--- src/rtl/multthree_imp.sv ---
// Dual-rail four-phase serial divisibility-by-three detector: MSB-first bits in, mod-3 verdict out.
// Optional MULTTHREE_REM_EN adds the remainder (rem) and an illegal-codeword pulse (illegal).
module multthree_imp #(
  parameter int SYNC_STAGES = 2
) (
  input  logic       clk,
  input  logic       rst_n,
  input  logic       in0,
  input  logic       in1,
  output logic       parity0,
  output logic       parity1
`ifdef MULTTHREE_REM_EN
  ,
  output logic [1:0] rem,
  output logic       illegal
`endif
);

  typedef enum logic {
    IDLE,
    ACK
  } state_t;

  logic [SYNC_STAGES-1:0] sync0_reg;
  logic [SYNC_STAGES-1:0] sync1_reg;
  logic                   s0;
  logic                   s1;
  state_t                 state_reg;
  logic [1:0]             r_reg;
  logic [1:0]             r_next;
  logic                   blocked_reg;
`ifdef MULTTHREE_REM_EN
  logic                   illegal_reg;
`endif

  // Each rail gets its own synchronizer chain; the FSM only ever sees the last stage.
  always_ff @(posedge clk or negedge rst_n) begin
    if (!rst_n) begin
      sync0_reg <= '0;
      sync1_reg <= '0;
    end else begin
      sync0_reg <= {sync0_reg[SYNC_STAGES-2:0], in0};
      sync1_reg <= {sync1_reg[SYNC_STAGES-2:0], in1};
    end
  end

  assign s0 = sync0_reg[SYNC_STAGES-1];
  assign s1 = sync1_reg[SYNC_STAGES-1];

  // (2r + b) mod 3; the unreachable remainder 3 falls back to 0.
  always_comb begin
    r_next = 2'd0;
    case (r_reg)
      2'd0:    r_next = s1 ? 2'd1 : 2'd0;
      2'd1:    r_next = s1 ? 2'd0 : 2'd2;
      2'd2:    r_next = s1 ? 2'd2 : 2'd1;
      default: r_next = 2'd0;
    endcase
  end

  always_ff @(posedge clk or negedge rst_n) begin
    if (!rst_n) begin
      state_reg   <= IDLE;
      r_reg       <= 2'd0;
      blocked_reg <= 1'b0;
      parity0     <= 1'b0;
      parity1     <= 1'b0;
`ifdef MULTTHREE_REM_EN
      illegal_reg <= 1'b0;
`endif
    end else begin
`ifdef MULTTHREE_REM_EN
      illegal_reg <= 1'b0;
`endif
      case (state_reg)
        IDLE: begin
          // After an illegal codeword, nothing counts until both rails are neutral again.
          if (blocked_reg) begin
            if (!s0 && !s1) blocked_reg <= 1'b0;
          end else if (s0 && s1) begin
            blocked_reg <= 1'b1;
`ifdef MULTTHREE_REM_EN
            illegal_reg <= 1'b1;
`endif
          end else if (s0 ^ s1) begin
            r_reg     <= r_next;
            parity1   <= (r_next == 2'd0);
            parity0   <= (r_next != 2'd0);
            state_reg <= ACK;
          end
        end
        ACK: begin
          if (!s0 && !s1) begin
            parity0   <= 1'b0;
            parity1   <= 1'b0;
            state_reg <= IDLE;
          end
        end
        default: state_reg <= IDLE;
      endcase
    end
  end

`ifdef MULTTHREE_REM_EN
  assign rem     = r_reg;
  assign illegal = illegal_reg;
`endif

endmodule

--- config.mk ---
export PLATFORM = sky130hd
export DESIGN_NAME = multthree_imp
export DESIGN_NICKNAME = d
export VERILOG_FILES = /design/src/rtl/multthree_imp.sv
export SDC_FILE = /design/constraint.sdc
export NUM_CORES = 1
export LEC_CHECK = 0
export ABC_AREA = 1
export CAP_MARGIN = 25
export CORE_AREA = 5 5 42 44
export DETAILED_ROUTE_END_ITERATION = 12
export DIE_AREA = 0 0 47 49
export DONT_BUFFER_PORTS = 1
export GPL_TIMING_DRIVEN = 0
export PLACE_DENSITY_LB_ADDON = 0.3
export SLEW_MARGIN = 0
export SYNTH_ARGS = -nofsm -noshare
export SYNTH_HDL_FRONTEND = slang
export SYNTH_SLANG_ARGS = --single-unit
--- constraint.sdc ---
create_clock -name clk -period 3.25 [get_ports clk]
set_input_delay 0.8125 -clock clk [delete_from_list [all_inputs] [get_ports clk]]
set_output_delay 0.8125 -clock clk [all_outputs]
set_load 0.005 [all_outputs]
==> qor.csv, run 1 <==
stage,metric,value,unit
logic_synthesis,cell type with the largest total area after synthesis,sky130_fd_sc_hd__dfrtp_1,
logic_synthesis,share of synthesized flip-flops with an asynchronous set or reset,100.0,%
logic_synthesis,average instance area after synthesis,9.593,um2
critical_path,required time of the worst setup path,2.44,ns
detailed_routing,vias after detailed routing,308,
clock_network,number of setup buffers added after CTS,0,
clock_network,CTS tree,built,
final_layout,area of the multi-input gates,180.2,um2
logic_synthesis,"post-synthesis share of cell area spent on and, or, nand and nor gates",29.08,%
global_routing,sum of overflow across all layers after global routing,0,
sta,final number of max-transition violations,0,
clock_network,maximum clock insertion buffer count,2,
placement,count of input and output buffers,0,
logic_synthesis,"Cell Area, Synth",460.4,um2
global_routing,first-pass GRT wire length,1.186,mm
logic_synthesis,Post-Syn Instances,48,
final_layout,count of inserted antenna diode cells,0,
hold_path,path category of the worst min-delay check,input port to async pin,
detailed_routing,antenna-violating nets left,0,
floorplanning,num ports,6,
detailed_routing,remaining design rule violation count,0,
detailed_routing,count of routing violations after the opening detailed-route iteration,2,
critical_path,"Arr. time, crit path",0.67,ns
critical_path,startpoint type of the worst setup path,flop,
logic_synthesis,ys flop type,sky130_fd_sc_hd__dfrtp_1,
critical_path,class of the most critical setup path,flop to output port,
pwr,Net Switching,0.1537,mW
clock_network,source-to-sink clock delay at the later pin of the worst-skew pair,0.26,ns
detailed_routing,Detailed Route WL,684,um
logic_synthesis,synthesized-area fraction occupied by xor and xnor cells,0,%
sta,Final setup violation count,0,
final_layout,synthesis-to-finish area growth,12.23,%
logic_synthesis,Yosys top cell area share,54.35,%
critical_path,kind of capture point of the worst setup path,output port,
global_routing,number of antenna violations at the first check in global routing,0,
detailed_routing,detailed-route wire length per cell,10.06,um
global_routing,number of global-route vias before repair,296,
clock_network,clock buffers created by TritonCTS,3,
detailed_routing,via density per instance,4.529,
pwr,proportion of power drawn by flip-flops and latches,44.0,%
pwr,clock share of power,26.0,%
clock_network,Clock Sink Count,10,
sta,Fmax,0.6765,GHz
logic_synthesis,post-synth cell types,14,
pwr,proportion of total power due to net switching,35.67,%
logic_synthesis,register area share after synthesis,54.35,%
logic_synthesis,mux contribution to synthesized area,0,%
clock_network,clock slew at the register clock pins of the worst setup and hold paths,0.07,ns
pwr,ratio of total power to cell area,834.0,nW/um2
pwr,leakage power summed over all cells,0.2682,nW
pwr,Final Power,0.4310,mW
logic_synthesis,cell types with the highest counts after synthesis,"sky130_fd_sc_hd__dfrtp_1 (10), sky130_fd_sc_hd__nand2_1 (9), sky130_fd_sc_hd__inv_2 (6), sky130_fd_sc_hd__nand3_1 (5), sky130_fd_sc_hd__nor2_1 (4)",
logic_synthesis,Compound-Gate Fraction of Synth Area,4.620,%
floorplanning,die height,49,um
sta,worst max-slew margin expressed relative to the limit,91.02,%
floorplanning,overall die width,47,um
detailed_routing,drt first pass iters,2,
job,Max-Cap Viols,0,
final_layout,Final Net Count,59,
final_layout,total of fill cells in the finished design,156,
sta,slew of the pin with the lowest slew margin,0.1333,ns
final_layout,share of layout cells above drive strength 1,30.77,%
critical_path,top fanout value on the critical path,2,
floorplanning,number of rows in the core area,14,
logic_synthesis,dominant combinational cell family by area after synthesis,simple AND/OR/NAND/NOR gates,
pwr,total internal power,0.2773,mW
global_routing,maximum number of pins on one net before global-route repair,11,
floorplanning,die area,2303,um2
final_layout,Sequential cell area,250.2,um2
pwr,Comb power frac,30.0,%
placement,global placer's final weighted congestion,0.7232,
logic_synthesis,Synth Register Bits,10,
logic_synthesis,Area contributors post-synth,"sky130_fd_sc_hd__dfrtp_1 (54%), sky130_fd_sc_hd__nand2_1 (7.3%), sky130_fd_sc_hd__ha_1 (5.4%)",
sta,share of the clock period used by the worst path,45.48,%
logic_synthesis,most common cell in the synthesized netlist,sky130_fd_sc_hd__dfrtp_1,
pwr,maximum vdd drop,0.3246,mV
status,result of the run,"finished, final reports clean",
sta,min Tclk post-route,1.478,ns
logic_synthesis,Yosys Warn Count,0,
sta,setup skew after layout,0.002617,ns
clock_network,root buffer cell,sky130_fd_sc_hd__clkbuf_4,
floorplanning,Core Box Area,1401,um2
placement,detailed-placement wirelength estimate,541.7,um
sta,unrepaired setup endpoints after global routing,false,
sta,summed negative setup slack over all endpoints,0,ns
global_routing,combined global-route utilization of all metal layers,7.534,%
sta,final hold violations,0,
clock_network,H-tree level count,1,
floorplanning,starting density of the core,32.86,%
logic_synthesis,Mapped Nets,54,
clock_network,number of buffers inserted by hold repair at cts,0,
logic_synthesis,number of enable-type register cells in the synthesized netlist,0,
clock_network,post-CTS resize count,0,
logic_synthesis,Adder-Cell Fraction of Synth Area,5.435,%
placed cells by master, fill, tap and decap left out, drive strengths merged:
cell    synthesis  final
clkbuf          0      4
inv             8      8
ha              2      2
nor2            5      5
o21ai           3      3
nand2          13     13
dfrtp          10     10
nand3           6      6
o22ai           1      1
power by group through the flow:
stage | clock (mW) | sequential, mW | combinational, mW
final | 0.112 | 0.190 | 0.129
after global routing | 0.122 | 0.195 | 0.146
after CTS | 0.117 | 0.190 | 0.131
after detailed placement | 0 | 0.192 | 0.130
after global placement | 0 | 0.191 | 0.128
after floorplan | 0 | 0.187 | 0.114
worst register-to-register path, delay by kind of cell (launching register included):
family	cells	cell delay, ns
adder cells (fa/ha/maj)	1	0.30
buffers and inverters	2	0.12
flip-flops	1	0.40
AND/OR/NAND/NOR	4	0.32
per-layer routing:
metal / vias to the layer above / routed length (um) / GRT usage (%) / part of all wire (%)
li1: 157 / - / - / -
met1: 141 / 303 / 9.729 / 44
met2: 8 / 311 / 9.502 / 45
met3: 2 / 59 / 4.428 / 8.6
met4: 0 / 9 / 4.147 / 1.3
met5: - / 0 / 0 / 0
stage by stage:
step / hold WS, ns / utilization, % / cells / setup WS [ns] / instance area (um2)
final: 0.2342 / 36.88 / 68 / 1.772 / 516.7
after global routing: 0.2145 / 36.88 / 68 / 1.747 / 516.7
after CTS: 0.2252 / 36.88 / 68 / 1.763 / 516.7
after detailed placement: 0.3364 / 34.29 / 64 / 2.015 / 480.5
after global placement: 0.3324 / 34.29 / 64 / 2.012 / 480.5
after floorplan: 0.3312 / - / 48 / 2.076 / 460.4
kinds of logic (layout without fill, tap and decap cells):
| family | count (synthesis) | after routing |
|---|---|---|
| flip-flops | 10 | 10 |
| AND/OR/NAND/NOR | 24 | 24 |
| buffers and inverters | 8 | 12 |
| adder cells (fa/ha/maj) | 2 | 2 |
| AO/OA/AOI/OAI | 4 | 4 |
layout make-up:
cell class / instances / area share (%)
clock buffer: 4 / 7.022
inverter: 8 / 5.811
multi-input combinational: 30 / 34.87
sequential: 10 / 48.43
tap: 16 / 3.874
path summary, 6_finish.rpt:
check / from / end / slack [ns] / cells past startpoint
worst min-delay path: rst_n / r_reg[0] / 0.23 / 0
min in group clk: sync0_reg[0] / sync0_reg[1] / 0.35 / 0
max in group asynchronous: rst_n / r_reg[1] / 2.95 / 0
worst max-delay path: parity1 / parity1 / 1.77 / 0
worst max register to register: sync1_reg[1] / parity0 / 2.01 / 7
worst min register to register: sync0_reg[0] / sync0_reg[1] / 0.35 / 0
Note: power is estimated with default switching activity, not from simulation.
==> inputs of run 2 (changes only) <==
==> constraint.sdc (replaced) <==
create_clock -name clk -period 1.5 [get_ports clk]
set_input_delay 0.375 -clock clk [delete_from_list [all_inputs] [get_ports clk]]
set_output_delay 0.375 -clock clk [all_outputs]
set_load 0.005 [all_outputs]
==> qor.csv, run 2 (synthesis results as in run 1) <==
stage,metric,value,unit,change
sta,unrepaired setup endpoints after global routing,false,,
global_routing,first-pass GRT wire length,1.193,mm,+0.59%
pwr,ratio of total power to cell area,1785,nW/um2,+110%
clock_network,source-to-sink clock delay at the later pin of the worst-skew pair,0.26,ns,about the same
final_layout,Sequential cell area,250.2,um2,unchanged
clock_network,clock slew at the register clock pins of the worst setup and hold paths,0.07,ns,about the same
global_routing,number of global-route vias before repair,301,,+1.7%
critical_path,series of cell instances along the critical path,"inv_2, ha_1, inv_1, nor2_1, nand2_1, nand3_1, nand3_1",,
floorplanning,starting density of the core,32.86,%,unchanged
final_layout,share of layout cells above drive strength 1,30.19,%,-0.58 points
sta,Fmax,0.8078,GHz,
critical_path,"Arr. time, crit path",1.39,ns,+0.72 ns
pwr,leakage power summed over all cells,0.2724,nW,+1.6%
clock_network,root buffer cell,sky130_fd_sc_hd__clkbuf_4,,
detailed_routing,remaining design rule violation count,0,,unchanged
global_routing,sum of overflow across all layers after global routing,0,,unchanged
critical_path,highest-delay cell along the critical path,sky130_fd_sc_hd__dfrtp_1,,
sta,worst max-slew margin expressed relative to the limit,69.96,%,-21 points
placement,global placer's final weighted congestion,0.7232,,unchanged
placement,count of input and output buffers,0,,unchanged
critical_path,startpoint type of the worst setup path,flop,,
clock_network,CTS tree,built,,
final_layout,"commonest non-fill, non-tap cell in the layout",sky130_fd_sc_hd__dfrtp_1,,
sta,setup skew after layout,0.002636,ns,+0.00001940 ns
sta,min Tclk post-route,1.238,ns,
pwr,proportion of total power due to net switching,35.92,%,+0.25 points
critical_path,required time of the worst setup path,1.65,ns,-0.79 ns
detailed_routing,count of routing violations after the opening detailed-route iteration,2,,unchanged
critical_path,Crit path top cell by count,sky130_fd_sc_hd__nand3_1,,
floorplanning,number of rows in the core area,14,,unchanged
critical_path,class of the most critical setup path,flop to flop,,
clock_network,post-CTS resize count,0,,unchanged
final_layout,count of inserted antenna diode cells,0,,unchanged
pwr,total internal power,0.6024,mW,+120%
floorplanning,die height,49,um,unchanged
detailed_routing,detailed-route wire length per cell,9.870,um,-1.9%
critical_path,top fanout value on the critical path,4,,+2
final_layout,area of the multi-input gates,180.2,um2,unchanged
final_layout,total of fill cells in the finished design,156,,unchanged
sta,final hold violations,0,,unchanged
sta,Final setup violation count,0,,unchanged
pwr,Comb power frac,30.5,%,+0.5 points
clock_network,number of setup buffers added after CTS,0,,unchanged
job,Max-Cap Viols,0,,unchanged
final_layout,"commonest cells after routing, fill and taps aside","sky130_fd_sc_hd__dfrtp_1 (10), sky130_fd_sc_hd__nand2_1 (9), sky130_fd_sc_hd__inv_2 (6), sky130_fd_sc_hd__nand3_1 (5), sky130_fd_sc_hd__nor2_1 (4)",,
clock_network,maximum clock insertion buffer count,2,,unchanged
placement,detailed-placement wirelength estimate,541.7,um,unchanged
final_layout,synthesis-to-finish area growth,14.40,%,
detailed_routing,drt first pass iters,2,,unchanged
sta,share of the clock period used by the worst path,82.53,%,
global_routing,number of antenna violations at the first check in global routing,0,,unchanged
floorplanning,die area,2303,um2,unchanged
clock_network,H-tree level count,1,,unchanged
pwr,maximum vdd drop,0.7038,mV,+120%
sta,final number of max-transition violations,0,,unchanged
pwr,proportion of power drawn by flip-flops and latches,43.6,%,-0.4 points
detailed_routing,antenna-violating nets left,0,,unchanged
detailed_routing,vias after detailed routing,312,,+1.3%
sta,summed negative setup slack over all endpoints,0,ns,unchanged
floorplanning,Core Box Area,1401,um2,unchanged
clock_network,Clock Sink Count,10,,unchanged
pwr,Final Power,0.9400,mW,+120%
global_routing,combined global-route utilization of all metal layers,7.534,%,unchanged
pwr,Net Switching,0.3376,mW,+120%
clock_network,clock buffers created by TritonCTS,3,,unchanged
critical_path,kind of capture point of the worst setup path,flop,,
floorplanning,num ports,6,,unchanged
detailed_routing,Detailed Route WL,681,um,-0.44%
status,result of the run,"finished, final reports clean",,
detailed_routing,via density per instance,4.522,,-0.17%
critical_path,longest individual stage delay on the worst path,0.40,ns,
sta,worst hold margin,0.1354,ns,-0.09882 ns
floorplanning,overall die width,47,um,unchanged
hold_path,path category of the worst min-delay check,input port to flop,,
final_layout,Final Net Count,60,,+1.7%
global_routing,maximum number of pins on one net before global-route repair,11,,unchanged
pwr,clock share of power,25.8,%,-0.2 points
sta,slew of the pin with the lowest slew margin,0.4491,ns,+0.3158 ns
==> run 2: timing repair <==
action,in CTS,in global routing
endpoints found under the hold margin,10,0
endpoints found under the setup margin,0,0
hold buffers,1,0
==> run 2: final cells by class <==
type | instances | share of cell area [%]
Tap cell | 16 | 3.800
Inverter | 8 | 5.701
Sequential cell | 10 | 47.51
Clock buffer | 4 | 6.888
Multi-Input combinational cell | 30 | 34.20
Timing Repair Buffer | 1 | 1.900
==> run 2: layer usage <==
metal / GRT usage [%] / share of wire (%) / vias to the layer above
li1: - / - / 159
met1: 9.502 / 44 / 143
met2: 9.729 / 46 / 8
met3: 4.428 / 8.4 / 2
met4: 4.147 / 1.3 / 0
met5: 0 / 0 / -
==> run 2: metrics by stage <==
stage / setup WS (ns) / area, um2 / util (%) / std cells
5_1_grt: 0.1702 / 526.8 / 37.59 / 69
2_1_floorplan: 0.3620 / 460.4 / - / 48
3_3_place_gp: 0.2616 / 480.5 / 34.29 / 64
6_report: 0.2620 / 526.8 / 37.59 / 69
4_1_cts: 0.2494 / 526.8 / 37.59 / 69
3_5_place_dp: 0.2646 / 480.5 / 34.29 / 64
==> run 2: critical path, delay by kind of cell, from the launching register on <==
kind / cells / cell delay, ns
flip-flops: 1 / 0.40
buffers and inverters: 2 / 0.12
adder cells (fa/ha/maj): 1 / 0.30
AND/OR/NAND/NOR: 4 / 0.32
==> run 2: worst paths after layout <==
check / from / end / slack (ns) / cells past startpoint
worst max-delay path: sync1_reg[1] / parity0 / 0.26 / 7
worst min-delay path: in0 / sync0_reg[0] / 0.14 / 0
worst max register to register: sync1_reg[1] / parity0 / 0.26 / 7
worst min register to register: sync0_reg[0] / sync0_reg[1] / 0.35 / 0
max in group asynchronous: rst_n / r_reg[1] / 0.70 / 1
min in group asynchronous: rst_n / r_reg[0] / 0.49 / 1
==> run 2: power groups by stage <==
stage / clock (mW) / sequential [mW] / combinational (mW)
6_report: 0.243 / 0.410 / 0.287
2_1_floorplan: 0 / 0.405 / 0.246
5_1_grt: 0.265 / 0.422 / 0.324
3_3_place_gp: 0 / 0.413 / 0.276
4_1_cts: 0.253 / 0.412 / 0.291
3_5_place_dp: 0 / 0.416 / 0.282
